[config.mk]
export PLATFORM = sky130hd
export DESIGN_NAME = ssd_scan_driver
export DESIGN_NICKNAME = d
export VERILOG_FILES = /design/src/rtl/ssd_pkg.sv /design/src/rtl/hex_to_7seg.sv /design/src/rtl/ssd_scan_driver.sv
export SDC_FILE = /design/constraint.sdc
export NUM_CORES = 1
export LEC_CHECK = 0
export ABC_AREA = 1
export CAP_MARGIN = 25
export CORE_MARGIN = 1.5
export CORE_UTILIZATION = 50
export CTS_CLUSTER_DIAMETER = 200
export DETAILED_ROUTE_END_ITERATION = 6
export MAX_ROUTING_LAYER = met4
export PLACE_DENSITY = 0.75
export SLEW_MARGIN = 20
export SYNTH_ARGS = -nofsm -noshare
export SYNTH_HDL_FRONTEND = slang
export SYNTH_HIERARCHICAL = 1
export SYNTH_SLANG_ARGS = --single-unit
[constraint.sdc]
create_clock -name clk -period 2.4 [get_ports clk]
set_input_delay 0.72 -clock clk [delete_from_list [all_inputs] [get_ports clk]]
set_output_delay 0.72 -clock clk [all_outputs]
set_load 0.05 [all_outputs]
[src/rtl/ssd_pkg.sv]
// Shared constants for the 7-segment scan driver: active-low segment
// patterns {a..g} and the all-anodes-off value.
package ssd_pkg;

    localparam int MAX_DIGITS = 8;

    localparam logic [6:0] SEG_0     = 7'b0000001;
    localparam logic [6:0] SEG_1     = 7'b1001111;
    localparam logic [6:0] SEG_2     = 7'b0010010;
    localparam logic [6:0] SEG_3     = 7'b0000110;
    localparam logic [6:0] SEG_4     = 7'b1001100;
    localparam logic [6:0] SEG_5     = 7'b0100100;
    localparam logic [6:0] SEG_6     = 7'b0100000;
    localparam logic [6:0] SEG_7     = 7'b0001111;
    localparam logic [6:0] SEG_8     = 7'b0000000;
    localparam logic [6:0] SEG_9     = 7'b0000100;
    localparam logic [6:0] SEG_A     = 7'b0001000;
    localparam logic [6:0] SEG_B     = 7'b1100000;
    localparam logic [6:0] SEG_C     = 7'b0110001;
    localparam logic [6:0] SEG_D     = 7'b1000010;
    localparam logic [6:0] SEG_E     = 7'b0110000;
    localparam logic [6:0] SEG_F     = 7'b0111000;
    localparam logic [6:0] SEG_BLANK = 7'b1111111;

    localparam logic [7:0] ANODE_OFF = 8'hFF;

endpackage

[src/rtl/hex_to_7seg.sv]
// Combinational hex nibble to active-low 7-segment pattern {a..g}.
module hex_to_7seg
    import ssd_pkg::*;
(
    input  logic [3:0] nibble,
    output logic [6:0] seg
);

    always_comb begin
        seg = SEG_BLANK;
        case (nibble)
            4'h0: seg = SEG_0;
            4'h1: seg = SEG_1;
            4'h2: seg = SEG_2;
            4'h3: seg = SEG_3;
            4'h4: seg = SEG_4;
            4'h5: seg = SEG_5;
            4'h6: seg = SEG_6;
            4'h7: seg = SEG_7;
            4'h8: seg = SEG_8;
            4'h9: seg = SEG_9;
            4'hA: seg = SEG_A;
            4'hB: seg = SEG_B;
            4'hC: seg = SEG_C;
            4'hD: seg = SEG_D;
            4'hE: seg = SEG_E;
            4'hF: seg = SEG_F;
            default: seg = SEG_BLANK;
        endcase
    end

endmodule

[src/rtl/ssd_scan_driver.sv]
// Time-multiplexed 8-digit hex display driver with registered pin outputs.
// Optional leading-zero blanking is enabled by defining SSD_ZERO_BLANK_EN.
module ssd_scan_driver
    import ssd_pkg::*;
#(
    parameter int NUM_DIGITS  = 8,
    parameter int REFRESH_DIV = 100000
) (
    input  logic        clk,
    input  logic        rst,
    input  logic        disp_valid,
    input  logic [31:0] disp_data,
    input  logic        disp_en,
    output logic [7:0]  Anode_Activate,
    output logic [6:0]  LED_out
);

    localparam int              CNT_W      = (REFRESH_DIV > 1) ? $clog2(REFRESH_DIV) : 1;
    localparam logic [CNT_W-1:0] CNT_LAST  = CNT_W'(REFRESH_DIV - 1);
    localparam logic [2:0]       DIGIT_LAST = 3'(NUM_DIGITS - 1);

    logic [31:0]      shadow_reg, shadow_next;
    logic [CNT_W-1:0] cnt_reg, cnt_next;
    logic [2:0]       digit_reg, digit_next;
    logic [7:0]       anode_reg, anode_next;
    logic [6:0]       led_reg, led_next;

    logic [3:0]       nibble;
    logic [6:0]       seg_pattern;
    logic             blank;

    always_comb begin
        shadow_next = disp_valid ? disp_data : shadow_reg;
        cnt_next    = cnt_reg + 1'b1;
        digit_next  = digit_reg;
        if (cnt_reg == CNT_LAST) begin
            cnt_next   = '0;
            digit_next = (digit_reg == DIGIT_LAST) ? 3'd0 : digit_reg + 3'd1;
        end
    end

    // Outputs follow the pre-increment digit and the already-captured shadow.
    assign nibble = shadow_reg[{digit_reg, 2'b00} +: 4];

    hex_to_7seg u_hex_to_7seg (
        .nibble (nibble),
        .seg    (seg_pattern)
    );

`ifdef SSD_ZERO_BLANK_EN
    // upper_zero[i]: shadow nibbles i..NUM_DIGITS-1 are all zero.
    logic [MAX_DIGITS-1:0] upper_zero;

    for (genvar gi = 0; gi < MAX_DIGITS; gi++) begin : g_upper_zero
        if (gi >= NUM_DIGITS) begin : g_unused
            assign upper_zero[gi] = 1'b1;
        end else if (gi == NUM_DIGITS - 1) begin : g_top
            assign upper_zero[gi] = (shadow_reg[4*gi +: 4] == 4'h0);
        end else begin : g_chain
            assign upper_zero[gi] = (shadow_reg[4*gi +: 4] == 4'h0) && upper_zero[gi+1];
        end
    end

    assign blank = (digit_reg != 3'd0) && upper_zero[digit_reg];
`else
    assign blank = 1'b0;
`endif

    // Anodes beyond NUM_DIGITS are tied off so they can never light.
    for (genvar gi = 0; gi < MAX_DIGITS; gi++) begin : g_anode
        if (gi < NUM_DIGITS) begin : g_used
            assign anode_next[gi] = ~(disp_en && (digit_reg == 3'(gi)));
        end else begin : g_off
            assign anode_next[gi] = 1'b1;
        end
    end

    always_comb begin
        led_next = SEG_BLANK;
        if (disp_en && !blank) begin
            led_next = seg_pattern;
        end
    end

    always_ff @(posedge clk or negedge rst) begin
        if (!rst) begin
            shadow_reg <= '0;
            cnt_reg    <= '0;
            digit_reg  <= '0;
            anode_reg  <= ANODE_OFF;
            led_reg    <= SEG_BLANK;
        end else begin
            shadow_reg <= shadow_next;
            cnt_reg    <= cnt_next;
            digit_reg  <= digit_next;
            anode_reg  <= anode_next;
            led_reg    <= led_next;
        end
    end

    assign Anode_Activate = anode_reg;
    assign LED_out        = led_reg;

endmodule
==> metrics, run 1 <==
status completed; commonest non-fill, non-tap cell in the layout nand2_1; Synth Area per Inst 8.35 um2; critical path, cell by cell clkdlybuf4s50_1; crit path kind register to output pin; CTS tree done; DRT Wirelength 7610 um; Slew headroom 0.657; clk buf depth 2; setup_tns 0 ps; DP Wirelength 5730 um; Mapped Area 3600 um2; final setup fails 0; Hold Path Class input pin to asynchronous set/reset pin; FF-to-FF End LED_out[3]; ratio of cells with drive above 1 in the final layout 0.181; Ports 51; register area 1700 um2; endpoint class of the critical path output pin; Die H 87.9 um; Buf/Inv on CP 1; drt drc 0; WHS 295 ps; global-route wire length before repair 13200 um; Clock Latency Late Sink 340 ps; Worst VDD drop 0.377 mV; ANT nets after route 0; Fill cells 596; initial antenna violation count 0; critical path launch point type register; Pwr Density 553 nW/um2; gr usage total 0.233; Max-Cap Viols 0; Seq/Total Area, Yosys 0.471; Via density 4.96; Tightest Pin Transition 514 ps; r2r worst-path depth 13; top post-synthesis cells by area dfrtp_1 36%, nand2_1 11%, dfstp_2 11%, inv_1 5.5%, mux2_2 5.0%; largest net degree at the start of global routing 49; clk sinks 67; Crit Path Max Fanout 1; min Tclk post-route 2360 ps; origin of the critical flop-to-flop path digit_reg[1]; top cell type's share of synthesized area 0.361; placed cell area 4190 um2; Clock Pin Slew Worst Setup and Hold Paths 70 ps; # rows 30; Layout Nets 532; slowest stage cell, crit path clkdlybuf4s50_1; Yosys warnings 6; Cell variety after synth 29; combined area of the multi-input logic cells 1560 um2; final instance area 4380 um2; routability cong. 0.886; Area Growth Syn to Fin 21.6%; Arrival @ worst endpoint 1640 ps; Max Clock Freq 424 MHz; Slew Limit Fails 0; via count 2890; Crit path required time 1680 ps; Synth area leader dfrtp_1; WL/cell 13.1 um; Num CTS Buffers 9; vias in the first global route 2893; Initial Utilization 0.524; n_diodes 0; CP top delay family buffers and inverters; CTS Root Cell clkbuf_8; Setup Skew 8.24 ps; Final Hold Fails 0; H-tree depth 3; leakage 0.00214 uW; RSZ-0062 raised after global routing no; total grt overflow 0; Tcrit/Tclk final 0.984; Gate Count Post-Synth 431; IO buf count 50; drt first pass iters 4; drt initial violations 76; core area 6870 um2; max reg flops 32; post-synthesis register bit count 67; CP peak stage delay 790 ps; die area 7720 um2; width of the die 87.9 um; slack of the worst reg-to-reg path 300 ps; most frequent cells in the layout 109 x nand2_1, 53 x inv_1, 51 x dfrtp_1; Mapped Nets 481
-- worst max path at each step --
stage,from,endpoint,slack [ps],depth (start not counted)
2_1_floorplan,digit_reg[0],LED_out[3],580,13
3_3_place_gp,digit_reg[0],LED_out[3],340,13
4_1_cts,Anode_Activate[3],Anode_Activate[3],3,1
6_report,LED_out[1],LED_out[1],40,1
3_5_place_dp,digit_reg[0],LED_out[3],210,13
5_1_grt,LED_out[1],LED_out[1],0.8,1
-- Yosys cell counts --
library cell    n
nand2_1       109
inv_1          53
dfrtp_1        52
nor2_1         29
nand3_1        27
o21ai_0        24
a21oi_1        18
mux2_2         16
dfstp_2        15
ha_1           14
inv_2          12
o21ai_1        10
buf_2           9
nand4_1         8
nor2_4          5
xor2_1          5
clkbuf_1        3
nand2_2         3
nand3_2         3
nor2_2          3
buf_4           2
clkinv_2        2
nand3_4         2
o21ai_2         2
buf_6           1
clkinv_1        1
nor3_1          1
o21bai_2        1
xnor2_1         1
-- through the flow --
stage	cells	utilization	total power, uW	setup slack (ps)
2_1_floorplan	431	-	1460	576
3_3_place_gp	567	0.610	1610	340
3_5_place_dp	567	0.610	1610	211
4_1_cts	583	0.635	2440	3.33
5_1_grt	583	0.637	2540	0.779
6_report	583	0.637	2420	39.6
-- report_power, final --
group	internal (uW)	leakage, uW	switching (uW)	total [uW]
registers	1210	0.000803	27.2	1230
logic	149	0.00125	210	360
clock network	402	0.0000863	428	830
total	1760	0.00214	665	2420
-- cell type report --
class                           instances  area share
Timing Repair Buffer                   55       0.130
Inverter                               68      0.0589
Sequential cell                        67       0.388
Tap cell                               96      0.0274
Clock inverter                          4     0.00600
Clock buffer                           12      0.0332
Multi-Input combinational cell        281       0.357
-- routing by layer --
metal / GRT usage / routed length [um]
met5: - / 0
met4: 0.0851 / 144
met1: 0.262 / 3300
met2: 0.398 / 3890
met3: 0.0603 / 282
-- timing repair --
item / in CTS / in global routing
endpoints found under the hold margin: 0 / 0
hold buffers: 0 / 0
resized for setup: 0 / 8
setup endpoints to repair: 0 / 12
buffers inserted: 0 / 0
-- logic make-up after synthesis --
family | synth area share
mux | 0.0501
buf+inv | 0.0945
fa+ha+maj | 0.0487
compound gates | 0.0803
flops | 0.471
simple gates | 0.241
xor+xnor | 0.0146
Power figures use the tool's default switching activity.
==> inputs of run 2 (changes only) <==
ABC_AREA = not set   (was 1)
PLACE_DENSITY = 0.76   (was 0.75)
==> run 2 against run 1 <==
Worst hold slack improved by 63 ps. Critical path depth unchanged. Synthesized cell count decreased by 42%. Clock skew increased by 0.64 ps. Critical path type unchanged. Critical endpoint is now Anode_Activate[3].
==> metrics, run 2 <==
via count 2045 (-29%); ratio of cells with drive above 1 in the final layout 0.267 (+0.0862); CP top delay family buffers and inverters; Die H 82.6 um (-5.9%); met2 WL 2560 um (-34%); min Tclk post-route 2370 ps (+4.70 ps); multiplexer share of the synthesized area 0.200 (+0.150); Slew headroom 0.628 (-0.0293); leakage 0.00176 uW (-18%); Compound-Gate Fraction of Synth Area 0.0276 (-0.0527); vias in the first global route 1985 (-31%); post-synthesis register bit count 67 (unchanged); Synth Area per Inst 12.7 um2 (+53%); Crit path required time 1680 ps (about the same); Max Clock Freq 423 MHz (-0.20%); DP Wirelength 4220 um (-26%); Max-Cap Viols 0 (unchanged); Yosys warnings 6 (unchanged); Crit Path Max Fanout 1 (unchanged); top post-synthesis cells by area dfrtp_1 41%, dfstp_2 12%, mux2_2 11%, mux4_2 6.4%, ha_1 5.5%; Max Used Layer met4; CTS Root Cell clkbuf_8; Pwr Density 641 nW/um2 (+16%); met3 wire length 290 um (+2.8%); width of the die 82.6 um (-5.9%); Switching Power 608 uW (-8.6%); RSZ-0062 raised after global routing no; critical path, cell by cell clkdlybuf4s50_1; Final Hold Fails 0 (unchanged); WL/cell 14.9 um (+14%); die area 6830 um2 (-11%); CTS tree done; origin of the critical flop-to-flop path digit_reg[0]; drt first pass iters 5 (+1); clk sinks 67 (unchanged); worst setup margin 34.9 ps (-4.70 ps); status completed; Mapped Nets 299 (-38%); Tcrit/Tclk final 0.985 (+0.00196); DRT Wirelength 5750 um (-24%); slowest stage cell, crit path clkdlybuf4s50_1; core area 6030 um2 (-12%); ys async rst share 1.00 (unchanged); commonest non-fill, non-tap cell in the layout dfrtp_1; setup_tns 0 ps (unchanged); Clock power frac 0.375 (+0.032); gr usage total 0.204 (-0.0295); crit path to Anode_Activate[3]; slack of the worst reg-to-reg path 180 ps (-120 ps); Post-Synth XOR/XNOR Area 0.0331 (+0.0185); drt drc 0 (unchanged); CP peak stage delay 790 ps (about the same); most frequent cells in the layout 50 x dfrtp_1, 37 x clkdlybuf4s50_1, 32 x mux2_2; initial antenna violation count 0 (unchanged); total grt overflow 0 (unchanged); Cell Int Power 1960 uW (+12%); critical path launch point type register; Crit. Startpoint Anode_Activate[3]; largest family of logic cells by synthesized area multiplexers; Comb power frac 0.141 (-0.007); Seq/Total Area, Yosys 0.535 (+0.0635); r2r worst-path depth 6 (-7); clk buf depth 2 (unchanged); Clock Pin Slew Worst Setup and Hold Paths 70 ps (about the same); FF-to-FF End LED_out[3]; Setup Skew 8.88 ps (+0.640 ps); Worst path depth 1 (unchanged); Num CTS Buffers 9 (unchanged); Initial Utilization 0.526 (+0.00233); Via density 5.30 (+6.9%); largest net degree at the start of global routing 33 (-33%); Layout Utilization 0.665 (+0.0279); drt initial violations 51 (-33%); Adder-Cell Fraction of Synth Area 0.0552 (+0.00657); Buf/Inv on CP 1 (unchanged); Post-synth EDFFs 0 (unchanged); Area Growth Syn to Fin 26.4%; final setup fails 0 (unchanged); Slew Limit Fails 0 (unchanged); Reg power frac 0.484 (-0.025); Gate Count Post-Synth 249 (-42%); synth cell count leaders 52 x dfrtp_1, 32 x mux2_2, 24 x nand2_1; routability cong. 0.799 (-9.9%); simple-gate share of the synthesized area 0.125 (-0.116); wl on met1 2760 um (-16%); # rows 28 (-6.7%); top cell type's share of synthesized area 0.410 (+0.0488); Mapped Area 3170 um2 (-12%); endpoint class of the critical path output pin; Clock Latency Late Sink 350 ps (about the same); Ports 51 (unchanged); H-tree depth 3 (unchanged); Hold Path Class input pin to asynchronous set/reset pin; dpl ws 45.6 ps (-165 ps); Worst VDD drop 0.440 mV (+17%); crit path kind register to output pin; Layout Nets 356 (-33%); switching portion of total power 0.236 (-0.0382); max reg flops 32 (unchanged); dominant synthesized flop cell dfrtp_1; global-route wire length before repair 9650 um (-27%); Synth area leader dfrtp_1; Cell variety after synth 35 (+21%); ANT nets after route 0 (unchanged); n_diodes 0 (unchanged); Tightest Pin Transition 558 ps (+44.7 ps); most frequent cell after synthesis dfrtp_1; Arrival @ worst endpoint 1650 ps (about the same); IO buf count 50 (unchanged)
## run 2: cell count changes after synthesis, sizes merged, moves of 6 or more
| cell | previous run | this run |
|---|---|---|
| mux4 | 0 | 9 |
| nand3 | 32 | 7 |
| inv | 65 | 8 |
| nand2 | 112 | 24 |
| mux2 | 16 | 32 |
| buf | 12 | 6 |
| nand2b | 0 | 10 |
| mux2i | 0 | 7 |
| nor2 | 37 | 14 |
| o21ai | 36 | 4 |
| a21oi | 18 | 4 |
## run 2: metal layers
layer,vias to the layer above,track usage
met3,10,0.0462
met1,993,0.277
met2,62,0.285
met4,0,0.105
met5,-,-
li1,980,-
## run 2: area by class of cell
type | count | area, um2
Timing Repair Buffer | 57 | 583
Clock inverter | 2 | 35.0
Fill cell | 448 | 2020
Clock buffer | 14 | 173
Tap cell | 75 | 93.8
Multi-Input combinational cell | 163 | 1400
Sequential cell | 67 | 1700
Inverter | 8 | 30.0
## run 2: through the flow
step	instances	area, um2	power (uW)	hold slack, ps
after floorplan	249	3170	1480	424
after global placement	370	3780	1630	474
after detailed placement	370	3780	1630	493
after CTS	386	3980	2600	368
after global routing	386	4010	2690	412
final	386	4010	2570	358
## run 2: worst min-delay path by stage
stage / depth (start not counted) / start / slack (ps) / end
after floorplan: 0 / rst / 420 / cnt_reg[0]
after global placement: 1 / cnt_reg[0] / 470 / cnt_reg[0]
after detailed placement: 1 / cnt_reg[13] / 490 / cnt_reg[13]
after CTS: 1 / rst / 370 / shadow_reg[23]
after global routing: 1 / rst / 410 / shadow_reg[19]
final: 1 / rst / 360 / shadow_reg[22]
## run 2: logic make-up after synthesis
| family | Yosys count |
|---|---|
| AOI/OAI and AO/OA | 14 |
| xor gates and xnor gates | 12 |
| adders and majority gates | 14 |
| buffers and inverters | 19 |
| DFF | 67 |
| muxes | 48 |
| and+or+nand+nor | 75 |
## run 2: what timing repair did
item / 4_1_cts / 5_1_grt
buffers inserted: 0 / 0
gates resized for setup: 2 / 13
hold buffers: 0 / 0
endpoints found under the setup margin: 2 / 14
## run 2: power groups by stage
| stage | clock [uW] | sequential, uW | combinational [uW] |
|---|---|---|---|
| after floorplan | 0 | 1310 | 171 |
| after global placement | 0 | 1270 | 359 |
| after detailed placement | 0 | 1270 | 367 |
| after CTS | 990 | 1250 | 367 |
| after global routing | 1040 | 1250 | 394 |
| final | 964 | 1240 | 362 |
